<file path="src/rtl/gateway_q.sv">
// gateway_q: bridges local program-fetch and data load/store requests onto
// the shared external bus through a DEPTH-entry request FIFO.
//
// Ports:
//   sys_clk, resetl, ce         clock, synchronous active-low reset, bus-clock enable
//   req_*                       local request handshake and payload (queued)
//   dmaen, bus_hog              bus-request routing and hold-timer enable
//   gpu_breq, dma_breq,
//   bus_grant                   arbiter handshake
//   ext_*                       external bus cycle (strobe, address, width, data)
//   prog_req/prog_ack/prog_data program-fetch response, held until accepted
//   xld_ready/load_data         data-load response, one ce-tick pulse
//   gate_active                 high whenever the controller is not idle
//
// State table:
//   IDLE | nothing queued, no bus request
//   REQ  | requesting the bus for the head entry, or holding it (hog timer)
//   ACT  | bus cycle for the head entry in progress, waiting for ext_ack

module gateway_q #(
    parameter int AW    = 24,
    parameter int DW    = 32,
    parameter int DEPTH = 2,
    parameter int HOG   = 4
) (
    input  logic          sys_clk,
    input  logic          resetl,
    input  logic          ce,
    input  logic          req_valid,
    output logic          req_ready,
    input  logic [AW-1:0] req_addr,
    input  logic          req_prog,
    input  logic          req_write,
    input  logic [1:0]    req_size,
    input  logic [DW-1:0] req_wdata,
    input  logic          dmaen,
    input  logic          bus_hog,
    output logic          gpu_breq,
    output logic          dma_breq,
    input  logic          bus_grant,
    output logic          ext_mreq,
    output logic          ext_read,
    output logic [AW-1:0] ext_addr,
    output logic [3:0]    ext_width,
    output logic          ext_oe,
    output logic [DW-1:0] ext_wdata,
    output logic          ext_wdata_oe,
    input  logic          ext_ack,
    input  logic [DW-1:0] ext_rdata,
    output logic          prog_req,
    input  logic          prog_ack,
    output logic [31:0]   prog_data,
    output logic          xld_ready,
    output logic [DW-1:0] load_data,
    output logic          gate_active
);

    localparam int PW = (DEPTH > 1) ? $clog2(DEPTH) : 1;
    localparam int CW = $clog2(DEPTH + 1);
    localparam int HW = (HOG > 0) ? $clog2(HOG + 1) : 1;

    typedef enum logic [1:0] {
        IDLE = 2'd0,
        REQ  = 2'd1,
        ACT  = 2'd2
    } state_t;

    typedef struct packed {
        logic [AW-1:0] addr;
        logic          prog;
        logic          write;
        logic [1:0]    size;
        logic [DW-1:0] wdata;
    } entry_t;

    state_t        state, state_nxt;
    entry_t        mem [DEPTH];
    entry_t        head, wr_entry;
    logic [PW-1:0] wr_ptr, rd_ptr;
    logic [CW-1:0] count, count_nxt;
    logic [HW-1:0] hold_cnt, hold_nxt;
    logic          fifo_empty, fifo_full;
    logic          push, pop;
    logic          act;
    logic          use_dma;
    logic          prog_block;

    logic          rsp_pend;
    logic          rsp_prog;
    logic [1:0]    rsp_size;
    logic [DW-1:0] rsp_buf;
    logic [DW-1:0] load_mask;

    function automatic logic [PW-1:0] ptr_inc(input logic [PW-1:0] p);
        if (p == PW'(DEPTH - 1)) begin
            return '0;
        end
        return p + PW'(1);
    endfunction

    // ---------------------------------------------------------------
    // Request FIFO
    // ---------------------------------------------------------------
    assign fifo_empty = (count == '0);
    assign fifo_full  = (count == CW'(DEPTH));
    // Readiness looks only at the registered fill level, so a pop in the
    // same tick never lets an extra push in.
    assign req_ready  = ~fifo_full;
    assign head       = mem[rd_ptr];

    assign push = ce & req_valid & ~fifo_full;
    assign pop  = ce & (state == ACT) & bus_grant & ext_ack;

    always_comb begin
        wr_entry.addr  = req_addr;
        wr_entry.prog  = req_prog;
        wr_entry.write = req_write & ~req_prog;
        wr_entry.size  = req_prog ? 2'd2 : req_size;
        wr_entry.wdata = req_wdata;
    end

    always_comb begin
        count_nxt = count;
        if (push && !pop) begin
            count_nxt = count + CW'(1);
        end else if (!push && pop) begin
            count_nxt = count - CW'(1);
        end
    end

    always_ff @(posedge sys_clk) begin
        if (push) begin
            mem[wr_ptr] <= wr_entry;
        end
    end

    always_ff @(posedge sys_clk) begin
        if (!resetl) begin
            wr_ptr <= '0;
            rd_ptr <= '0;
            count  <= '0;
        end else if (ce) begin
            if (push) begin
                wr_ptr <= ptr_inc(wr_ptr);
            end
            if (pop) begin
                rd_ptr <= ptr_inc(rd_ptr);
            end
            count <= count_nxt;
        end
    end

    // ---------------------------------------------------------------
    // Bus-hog hold timer
    // ---------------------------------------------------------------
    always_comb begin
        hold_nxt = hold_cnt;
        if (!bus_hog) begin
            hold_nxt = '0;
        end else if (pop && head.prog) begin
            hold_nxt = HW'(HOG);
        end else if (hold_cnt != '0) begin
            hold_nxt = hold_cnt - HW'(1);
        end
    end

    always_ff @(posedge sys_clk) begin
        if (!resetl) begin
            hold_cnt <= '0;
        end else if (ce) begin
            hold_cnt <= hold_nxt;
        end
    end

    // ---------------------------------------------------------------
    // Control FSM
    // ---------------------------------------------------------------
    // A program fetch must not start while a previous fetch result is still
    // unaccepted or still sitting in the response stage.
    assign prog_block = prog_req | (rsp_pend & rsp_prog);

    always_ff @(posedge sys_clk) begin
        if (!resetl) begin
            state <= IDLE;
        end else if (ce) begin
            state <= state_nxt;
        end
    end

    always_comb begin
        state_nxt = state;
        case (state)
            IDLE: begin
                if (!fifo_empty || hold_cnt != '0) begin
                    state_nxt = REQ;
                end
            end
            REQ: begin
                if (!fifo_empty) begin
                    if (bus_grant && !(head.prog && prog_block)) begin
                        state_nxt = ACT;
                    end
                end else if (hold_nxt == '0) begin
                    state_nxt = IDLE;
                end
            end
            ACT: begin
                // Losing the grant abandons the cycle; the entry stays at the
                // head and is re-arbitrated from REQ.
                if (!bus_grant) begin
                    state_nxt = REQ;
                end else if (ext_ack) begin
                    if (count_nxt != '0 || hold_nxt != '0) begin
                        state_nxt = REQ;
                    end else begin
                        state_nxt = IDLE;
                    end
                end
            end
            default: state_nxt = IDLE;
        endcase
    end

    assign act         = (state == ACT);
    assign gate_active = (state != IDLE);

    // With an empty FIFO the request is only being held after a program
    // fetch, which belongs to the GPU side.
    assign use_dma  = ~fifo_empty & ~head.prog & dmaen;
    assign gpu_breq = gate_active & ~use_dma;
    assign dma_breq = gate_active & use_dma;

    assign ext_oe       = bus_grant;
    assign ext_mreq     = act;
    assign ext_read     = act & ~head.write;
    assign ext_addr     = act ? head.addr : '0;
    assign ext_width    = act ? (4'b0001 << head.size) : 4'b0000;
    assign ext_wdata_oe = act & head.write;
    assign ext_wdata    = (act && head.write) ? head.wdata : '0;

    // ---------------------------------------------------------------
    // Response stage: read data is captured on ack and presented on the
    // following ce tick.
    // ---------------------------------------------------------------
    always_comb begin
        load_mask = '1;
        case (rsp_size)
            2'd0:    load_mask = DW'(8'hFF);
            2'd1:    load_mask = DW'(16'hFFFF);
            2'd2:    load_mask = DW'(32'hFFFF_FFFF);
            default: load_mask = '1;
        endcase
    end

    always_ff @(posedge sys_clk) begin
        if (!resetl) begin
            rsp_pend  <= 1'b0;
            rsp_prog  <= 1'b0;
            rsp_size  <= 2'd0;
            rsp_buf   <= '0;
            prog_req  <= 1'b0;
            prog_data <= '0;
            xld_ready <= 1'b0;
            load_data <= '0;
        end else if (ce) begin
            xld_ready <= 1'b0;
            if (prog_ack) begin
                prog_req <= 1'b0;
            end
            if (rsp_pend) begin
                rsp_pend <= 1'b0;
                if (rsp_prog) begin
                    prog_data <= rsp_buf[31:0];
                    prog_req  <= 1'b1;
                end else begin
                    load_data <= rsp_buf & load_mask;
                    xld_ready <= 1'b1;
                end
            end
            if (pop && (head.prog || !head.write)) begin
                rsp_pend <= 1'b1;
                rsp_buf  <= ext_rdata;
                rsp_prog <= head.prog;
                rsp_size <= head.size;
            end
        end
    end

endmodule

</file>
<file path="config.mk">
export PLATFORM = sky130hd
export DESIGN_NAME = gateway_q
export DESIGN_NICKNAME = d
export VERILOG_FILES = /design/src/rtl/gateway_q.sv
export SDC_FILE = /design/constraint.sdc
export NUM_CORES = 1
export LEC_CHECK = 0
export ABC_CLOCK_PERIOD_IN_PS = 4500
export BUFFER_PORTS_ARGS = -buffer_cell sky130_fd_sc_hd__buf_2
export CAP_MARGIN = 25
export CORE_UTILIZATION = 53
export CTS_CLUSTER_DIAMETER = 30
export DETAILED_ROUTE_END_ITERATION = 8
export PLACE_DENSITY = 0.8
export SLEW_MARGIN = 20
export SYNTH_ARGS = -nofsm -noshare
export SYNTH_HDL_FRONTEND = slang
export SYNTH_SLANG_ARGS = --single-unit
</file>
<file path="constraint.sdc">
create_clock -name sys_clk -period 4.5 [get_ports sys_clk]
set_clock_uncertainty 0.1 [all_clocks]
set_input_delay 0.9 -clock sys_clk [delete_from_list [all_inputs] [get_ports sys_clk]]
set_output_delay 0.9 -clock sys_clk [all_outputs]
set_load 0.1 [all_outputs]
</file>
Word level (Yosys, flattened, before mapping)
Memories as Yosys holds them, arrays and structs flattened. A register that Yosys moved wholly into a read port is not among the register bits.
Index checks and enable logic that the tools add are counted.
Storage, ports and cells
  register bits after elaboration: 111
  bits in writable memories: 120
  input bits: 101
  output and inout bits: 134
  logic and storage cells: 119
  memories kept: 1
Memory list
  mem: words 2, bits a word 60, rd ports 1, clocked after Yosys merged registers in 1, write ports 1, line 77  | entry_t mem [DEPTH];
Cells by class
  $add $sub $neg: 5
  eq/ne operators: 8
  shifts and indexed selects: 1
  mux-type cells: 40
  bitwise gates (word level): 22
  reductions and logical operators: 29
Operators by type and width (count)
  case mux 32 bit (2 select lines): 1
  bitwise AND 32 bit: 1
  two-way mux 32 bit: 1
  two-way mux 24 bit: 1
  two-way mux 1 bit: 23
  two-way mux 2 bit: 9
  bitwise AND 1 bit: 13
  two-way mux 3 bit: 3
  inequality test 3 bit (second input constant): 3
  logical AND 1 bit: 7
  NOT 1 bit: 7
  zero test 2 bit: 3
  case mux 2 bit (3 select lines): 1
  AND reduction 2 bit: 3
  AND reduction 3 bit: 2
  nonzero test 3 bit: 2
  zero test 1 bit: 5
  AND reduction 5 bit: 1
  == test 2 x 1 -> 1 bit (second input constant): 2
  == test 2 bit (second input constant): 2
  two-way mux 4 bit: 1
  nonzero test 2 bit: 2
  << shifter 1 x 2 -> 4 bit (first input constant): 1
  zero test 3 bit: 1
  7 further kinds: 10

Logic depth before layout (Yosys ltp)
  depth in word-level cells: 13
  mapped depth: 7
  depth with buffers taken out: 7

Least setup slack after synthesis
OpenSTA, ideal clock, no wires.
  path type: input to register
  start point: input port ce
  end point: memory mem[0][0] in the netlist's numbering, enable pin
  library setup time: 480 ps
  arrival time: 3577 ps
  required time: 3920 ps
  setup slack: 343 ps
  cell stages on the path: 2
  path buffers: 0
  path through: nand3b_1 > nor2_1
Between the ends
  word-level cells in the longest chain between the ends: 4
Ends and longest elaborated chain
  from (decl): line 28  | input logic ce,
  bitwise AND 1 bit (2 in a row): line 111  | assign push = ce & req_valid & ~fifo_full;
  two-way mux 1 bit: line 132  | if (push) begin
  two-way mux 1 bit (not written as such): line 133  | mem[wr_ptr] <= wr_entry;
  to (decl): line 77
No other way between the ends.

==> run_results.csv <==
group,metric,value,unit
global_route,grt_use_total,0.2340,
final_layout,syn_to_final_growth,29.45,%
floorplan,start_util,0.5471,
timing,worstMarginPinSlew,812.4,ps
final_layout,drive_gt1_frac,0.3071,
final_layout,nets,1152,
timing,hold_violations,0,
logic_synthesis,async_flop_share,0,
route,num_vias,6822,
setup_path,reg2reg_from,"count[0]",
placement,dpl_worst_slack,1376,ps
floorplan,coreArea,0.01670,sq mm
logic_synthesis,seq_area_frac_synth,0.6397,
global_route,overflow,0,
global_route,grt_pass1_wl,32.66,mm
logic_synthesis,synth-seq-cells,232,
cts,clockRootBuffer,"clkbuf_16",
setup_path,path_max_fanout,36,
cts,clk_pin_slew_worst_paths,50,ps
cts,cts_resized,0,
pwr,p_total,5551,uW
logic_synthesis,ys.flop_type,"edfxtp_1",
timing,rsz0062_at_grt,"no",
timing,setup_violations,0,
cts,cts.sinks,232,
floorplan,fp.dieArea,0.01777,sq mm
timing,tns,0,ps
logic_synthesis,yosysTopAreaCell,"edfxtp_1",
global_route,antenna_found_initial,1,
cts,holdBufCountCts,0,
setup_path,critPathRequiredTime,3500,ps
timing,holdWs,355.1,ps
cts,cts-htree-levels,2,
cts,clk_latency,510,ps
logic_synthesis,syn-mean-instance-area,11.29,sq um
global_route,grt_start_max_net_pins,74,
hold_path,min_delay_path_depth,2,
cts,cts_made_buffers,41,
logic_synthesis,synth-edff-count,120,
placement,gp_congestion,0.8034,
floorplan,num_rows,47,
setup_path,rrSetupSlack,1800,ps
route,wl,21.22,mm
pwr,p_per_area,469.2,mW/mm^2
final_layout,stdcell_count,1299,
logic_synthesis,synthDistinctLibCells,48,
timing,fin_ws,862.1,ps
outcome,run_status,"complete, no violations",
logic_synthesis,synth_warnings,0,
logic_synthesis,synth_top_area_share,0.3944,
placement,dp_cells,1223,
setup_path,cp-start-kind,"flop",
hold_path,hold_start,"load_data[21]",
floorplan,die_w,133.3,um
timing,timing.final.max_slew_violations,0,
route,drc,0,
route,routedWlPerCell,16.33,um
route,drt-initial-drc-count,478,
run,maxCapViolations,0,
setup_path,crit_path_end_kind,"output port",
setup_path,r2r-end,"mem[1][14]",
pwr,power.leakage,0.004653,uW
cts,clock_path_buffers,3,
cts,cts_setup_buffers,0,
setup_path,critPathArrivalTime,2640,ps
floorplan,die_h,133.3,um
setup_path,r2r_cells,5,
pwr,max-vdd-ir-drop,0.3617,mV
timing,fmax,0.2749,GHz
route,dr.pass1.iters,5,
logic_synthesis,synth_common_cells,"nand2_1 (177), edfxtp_1 (120), dfxtp_1 (112)",
logic_synthesis,netlist_instances,809,
global_route,grt_pass1_vias,6641,
logic_synthesis,ys_top_cells_by_area,"edfxtp_1 (39%), dfxtp_1 (25%), nand2_1 (7.3%)",
hold_path,hold_end,"load_data[21]",
floorplan,ios,235,
timing,slew-limit-headroom,0.4584,
logic_synthesis,synthesis.area,0.009138,sq mm
timing,period_minus_slack,3638,ps
hold_path,hold_class,"reg2reg",
logic_synthesis,syn_nets,914,
route,vias_per_cell,5.252,
route,ant_nets,0,
timing,finalCritPeriodShare,0.8084,
placement,hpwl,13.38,mm
setup_path,worstSetupPathType,"reg2out",
logic_synthesis,post-synth-top-count-cell,"nand2_1",
cts,cts_tree,"done",
placement,portBuffers,234,
==> critical path, stage by stage, from the launching register on <==
cell and delay (ps):
dfxtp_4 750, buf_4 540, nand2_1 130, o32a_1 180
nor2_1 80, buf_2 440
==> flip-flops by register name (all words and copies together), names as in the netlist, named ones only <==
name / cells
mem: 120
load_data: 32
prog_data: 32
rsp_buf: 32
hold_cnt: 3
count: 2
rsp_size: 2
state: 2
prog_req: 1
rd_ptr: 1
rsp_pend: 1
rsp_prog: 1
wr_ptr: 1
xld_ready: 1
==> power by group <==
group	internal, uW	switching (uW)	total [uW]
registers	2280	17.3	2290
logic	87.6	209	297
clock network	1960	1000	2960
total	4320	1230	5550
==> cell families after synthesis <==
kind of cell / share of synthesized area
buf+inv: 0.03204
xor+xnor: 0.001917
compound gates: 0.1091
flops: 0.6397
simple gates: 0.1443
fa+ha+maj: 0.005477
mux: 0.06737
==> metrics by stage <==
| stage | utilization | cell area [sq um] |
|---|---|---|
| after floorplan | - | 9138 |
| after global placement | 0.6256 | 10450 |
| after detailed placement | 0.6256 | 10450 |
| after CTS | 0.7069 | 11810 |
| after global routing | 0.7083 | 11830 |
| final | 0.7083 | 11830 |
==> area by class of cell <==
class | instances | area, sq um
Multi-Input combinational cell | 511 | 3010
Timing Repair Buffer | 247 | 1281
Clock buffer | 50 | 1132
Clock inverter | 24 | 225.2
Antenna cell | 1 | 2.502
Fill cell | 1202 | 4872
Inverter | 14 | 52.55
Sequential cell | 232 | 5849
Tap cell | 220 | 275.3
==> placed cells by master, fill, tap and decap left out, drive strengths merged, types with 5 or more instances in the layout <==
cell type  Yosys  final
clkinv         0     12
clkbuf        39     50
clkinvlp       0      7
nand2        177    177
nand3         26     26
inv           14     16
edfxtp       120    120
a21boi        99     99
and2           5      5
dfxtp        112    112
buf           13    247
mux2i         60     60
a21oi         10     10
nor2b          7      7
o21ai          6      6
nor2          71     71
==> worst max path at each step <==
stage	endpoint	slack (ps)
after global placement	ext_width[1]	1350
after global routing	ext_width[1]	700
final	ext_width[1]	860
after CTS	ext_width[1]	840
after floorplan	mem[0][0]	340
after detailed placement	ext_width[1]	1380
==> layer usage <==
metal,vias up,GRT usage,wire (um)
met4,0,0.1174,721
met1,3222,0.2797,8650
li1,3279,-,-
met2,269,0.3944,10480
met5,-,0,0
met3,52,0.05670,1369
Note: power is estimated with default switching activity, not from simulation.
